**src/rtl/uart_packet_tx.sv**
```systemverilog
// uart_packet_tx: 8N1 transmitter sending HEADER then data_in bytes 0..7; in clk, rst, data_in[63:0], tx_start; out tx, busy, done
module uart_packet_tx #(
    parameter int         CLKS_PER_BIT = 2474,
    parameter logic [7:0] HEADER       = 8'h02,
    parameter int         GAP_BITS     = 1
) (
    input  logic        clk,
    input  logic        rst,
    input  logic [63:0] data_in,
    input  logic        tx_start,
    output logic        tx,
    output logic        busy,
    output logic        done
);
    typedef enum logic [2:0] {IDLE, START, DATA, STOP, GAP, DONE} state_t;
    state_t      r_state;
    logic [15:0] r_cnt;
    logic [2:0]  r_bit_idx;
    logic [3:0]  r_byte_idx;
    logic [3:0]  r_gap_cnt;
    logic [7:0]  r_cur_byte;
    logic [63:0] r_payload;
    logic        r_tx;
    logic        r_busy;
    logic        r_done;
    logic        w_tick;
    assign w_tick = r_cnt == 16'(CLKS_PER_BIT - 1);
    assign tx     = r_tx;
    assign busy   = r_busy;
    assign done   = r_done;
    always_ff @(posedge clk) begin
        if (rst) begin
            r_state    <= IDLE;
            r_cnt      <= '0;
            r_bit_idx  <= '0;
            r_byte_idx <= '0;
            r_gap_cnt  <= '0;
            r_cur_byte <= '0;
            r_payload  <= '0;
            r_tx       <= 1'b1;
            r_busy     <= 1'b0;
            r_done     <= 1'b0;
        end else begin
            r_tx   <= (r_state == START) ? 1'b0 : (r_state == DATA) ? r_cur_byte[r_bit_idx] : 1'b1;
            r_busy <= r_state != IDLE && r_state != DONE;
            r_done <= r_state == DONE;
            r_cnt  <= (r_state == IDLE || r_state == DONE || w_tick) ? '0 : r_cnt + 16'd1;
            case (r_state)
                IDLE: if (tx_start) begin
                    r_payload  <= data_in;
                    r_byte_idx <= '0;
                    r_cur_byte <= HEADER;
                    r_state    <= START;
                end
                START: if (w_tick) begin
                    r_bit_idx <= '0;
                    r_state   <= DATA;
                end
                DATA: if (w_tick) begin
                    r_bit_idx <= r_bit_idx + 3'd1;
                    if (r_bit_idx == 3'd7) r_state <= STOP;
                end
                STOP: if (w_tick) begin
                    if (r_byte_idx == 4'd8) begin
                        r_state <= DONE;
                    end else begin
                        r_cur_byte <= r_payload[{r_byte_idx[2:0], 3'b000} +: 8];
                        r_byte_idx <= r_byte_idx + 4'd1;
                        r_gap_cnt  <= '0;
                        r_state    <= (GAP_BITS > 0) ? GAP : START;
                    end
                end
                GAP: if (w_tick) begin
                    r_gap_cnt <= r_gap_cnt + 4'd1;
                    if (r_gap_cnt == 4'(GAP_BITS - 1)) r_state <= START;
                end
                DONE: r_state <= IDLE;
                default: r_state <= IDLE;
            endcase
        end
    end
endmodule

```
**config.mk**
```make
export PLATFORM = sky130hd
export DESIGN_NAME = uart_packet_tx
export DESIGN_NICKNAME = d
export VERILOG_FILES = /design/src/rtl/uart_packet_tx.sv
export SDC_FILE = /design/constraint.sdc
export NUM_CORES = 1
export LEC_CHECK = 0
export BUFFER_PORTS_ARGS = -buffer_cell sky130_fd_sc_hd__buf_2
export CORE_UTILIZATION = 50
export CTS_CLUSTER_DIAMETER = 150
export DETAILED_ROUTE_END_ITERATION = 10
export PLACE_DENSITY = 0.77
export SLEW_MARGIN = 40
export SYNTH_ARGS = -nofsm -noshare
export SYNTH_HDL_FRONTEND = slang
export SYNTH_SLANG_ARGS = --single-unit
```
**constraint.sdc**
```tcl
create_clock -name clk -period 5.65 [get_ports clk]
set_input_delay 0.8475 -clock clk [delete_from_list [all_inputs] [get_ports clk]]
set_output_delay 0.8475 -clock clk [all_outputs]
set_load 0.02 [all_outputs]
```
==> metrics <==
Setup TNS 0 ns; flop and latch count out of synthesis between 100 and 150; main combinational cell family by area after synthesis simple AND/OR/NAND/NOR gates; fin cells 740; skew final between 0.015 and 0.02 ns; largest fanout on the critical path 16; max frequency just over 0.4 GHz; cell area after layout 0.00531 mm2; GP Congestion between 0.8 and 0.9; Post-CTS Hold Buffers 0; die area 0.00985 mm2; Final Net Count around 700; DRT Wirelength about 10000 um; Cell Area, Synth around 0.0047 mm2; Worst-Skew Late Latency about 0.37 ns; Yosys top cell by area dfxtp_1; Die Y just under 100 um; Starting DRT DRC Count ~190; Ant. Diodes 0; FFs w/ async S/R, synth 0; placed inst area about 0.005 mm2; overflow left after global routing 0; leading cell types by count after synthesis 158 x nand2_1, 105 x dfxtp_1, 80 x a21oi_1; number of global-route vias before repair 3828; Worst setup SP type flip-flop; Pins Over Slew Limit 0; Seq pwr share 0.563; clock buffer depth 2; Cell variety after synth 45; Req. time, crit path between 5 and 6 ns; WL/cell about 14 um; First-pass DRT Iterations 4; Fin. Hold Viols 0; HPWL Detailed 7300 um; share of cells above drive strength 1 0.164; clk slew on worst S/H paths 0.11 ns; sequential area share after synthesis 0.444; Post-synth EDFFs 0; Crit path arrival time 2.69 ns; H-tree Lvls 3; Core Area roughly 0.0092 mm2; Setup CP Type reg2reg; Critical Path End Type flip-flop; clock sink count between 100 and 150; synthesis-to-layout area growth 12.3%; Worst-Margin Slew around 0.8 ns; Final Setup Violations 0; dpl cells between 700 and 800; leakage approximately 1.9 nW; Slew headroom 0.476; Clock Power Share 0.328; pin count of the biggest net entering global routing 66; worst vdd ir ~0.13 mV; fraction of the mapped netlist area in simple logic gates 0.233; number of cell rows 35; setup bufs post-CTS 0; Ys Warns 0; IO Port Bufs 69; Total Power between 0.001 and 0.0015 W; CTS buffer count 9; # Max-Cap Violations 0; mux share of post-synthesis cell area 0.100; Final ANT Viol Nets 0; compound-gate portion of the synthesized area 0.136; Die Wd 99.3 um; Root Buffer clkbuf_8; cells after synthesis between 500 and 600; Synth Net Count around 650; main flop type after synthesis dfxtp_1; number of gates resized after CTS 0; most frequent cell after synthesis nand2_1; Period minus WS final approximately 2.4 ns; XOR/XNOR share of the synthesized area 0.0259; Tcrit/Tclk final 0.433; top cells by area, synth dfxtp_1 44%, nand2_1 13%, a21oi_1 8.5%; starting density of the core 0.514; CTS tree done; syn_area_per_cell 8.17 um2; first-pass GRT wire length 17600 um; top-area cell type share of the netlist area 0.444; RSZ-0062 raised after global routing false; IO Count 70; Logic pwr share 0.108; Hold WC Path Type reg2reg; initial antenna violation count 0; Adder-Cell Fraction of Synth Area 0.0212; outcome completed; pwr/cell area 267 mW/mm2; DR DRC count 0; NetSw between 0.0003 and 0.0004 W; Total Routing Usage GR 0.222; internal power 0.00102 W; vias per std cell approximately 5.5; switch share 0.278; Vias just over 4000
[logic make-up (layout without fill, tap and decap cells)]
group | Yosys count | in the layout
mux | 42 | 42
flops | 105 | 105
xor+xnor | 14 | 14
buf+inv | 49 | 99
fa+ha+maj | 8 | 8
compound gates | 113 | 113
simple gates | 248 | 248
[routing by layer]
metal	up-vias	GRT usage	part of all wire
li1	2074	-	-
met1	1871	0.284	0.46
met2	85	0.371	0.49
met3	17	0.0457	0.040
met4	0	0.0826	0.020
met5	-	0	0
[power by group through the flow]
stage	clock network (W)	registers (W)	logic [W]
after floorplan	0	0.000810	0.000107
after global placement	0	0.000814	0.000149
after detailed placement	0	0.000815	0.000154
after CTS	0.000479	0.000798	0.000154
after global routing	0.000504	0.000804	0.000173
final	0.000465	0.000798	0.000153
[per-stage QoR]
step	worst slack, ns	hold WS [ns]	util
6_report	3.21	0.459	0.578
5_1_grt	3.02	0.478	0.578
4_1_cts	3.21	0.462	0.578
3_5_place_dp	2.85	0.445	0.556
3_3_place_gp	2.96	0.441	0.555
2_1_floorplan	3.48	0.431	-
[cells in the final DEF, fill, tap and decap left out, types with 3 or more instances in the layout]
cell type	count
nand2_1	158
dfxtp_1	104
a21oi_1	80
buf_2	68
mux2i_1	36
nor2_1	26
nand3_1	18
xnor2_1	12
inv_1	11
clkbuf_8	10
ha_1	8
o21ai_0	7
nor3_1	7
a22oi_1	7
nor4_1	6
nor2b_1	5
or4_1	4
nand4_1	4
mux4_2	4
buf_4	4
nand2b_1	3
a31oi_1	3
and2_1	3
o32ai_1	3
a32o_1	3
a21o_1	3
inv_8	3
[worst max-delay path: stages, from the launching register on]
cell	delay, ns
dfxtp_1	0.46
or4b_4	0.53
or4_1	0.73
nand2_1	0.48
nor2_1	0.11
[cell type report]
class / count / area [um2]
well taps: 111 / 139
clock buffers: 10 / 138
repair buffers: 72 / 370
multi-input cells: 425 / 2450
clock inverters: 6 / 66.3
fillers: 843 / 3880
inverters: 11 / 41.3
flip-flops and latches: 105 / 2110
[flip-flops by register name (all words and copies together) (netlist names)]
signal      count
r_bit_idx       3
done            1
r_cnt          16
r_state         3
busy            1
r_gap_cnt       4
r_payload      64
r_byte_idx      4
tx              1
r_cur_byte      8
[final timing paths]
kind              cells past startpoint  slack (ns)           from            end
setup reg to reg                      4        3.21      r_cnt[11]       r_cnt[3]
setup / recovery                      4        3.21      r_cnt[11]       r_cnt[3]
hold reg to reg                       2        0.46  r_payload[27]  r_payload[27]
hold / removal                        2        0.46  r_payload[27]  r_payload[27]
Power figures use the tool's default switching activity.
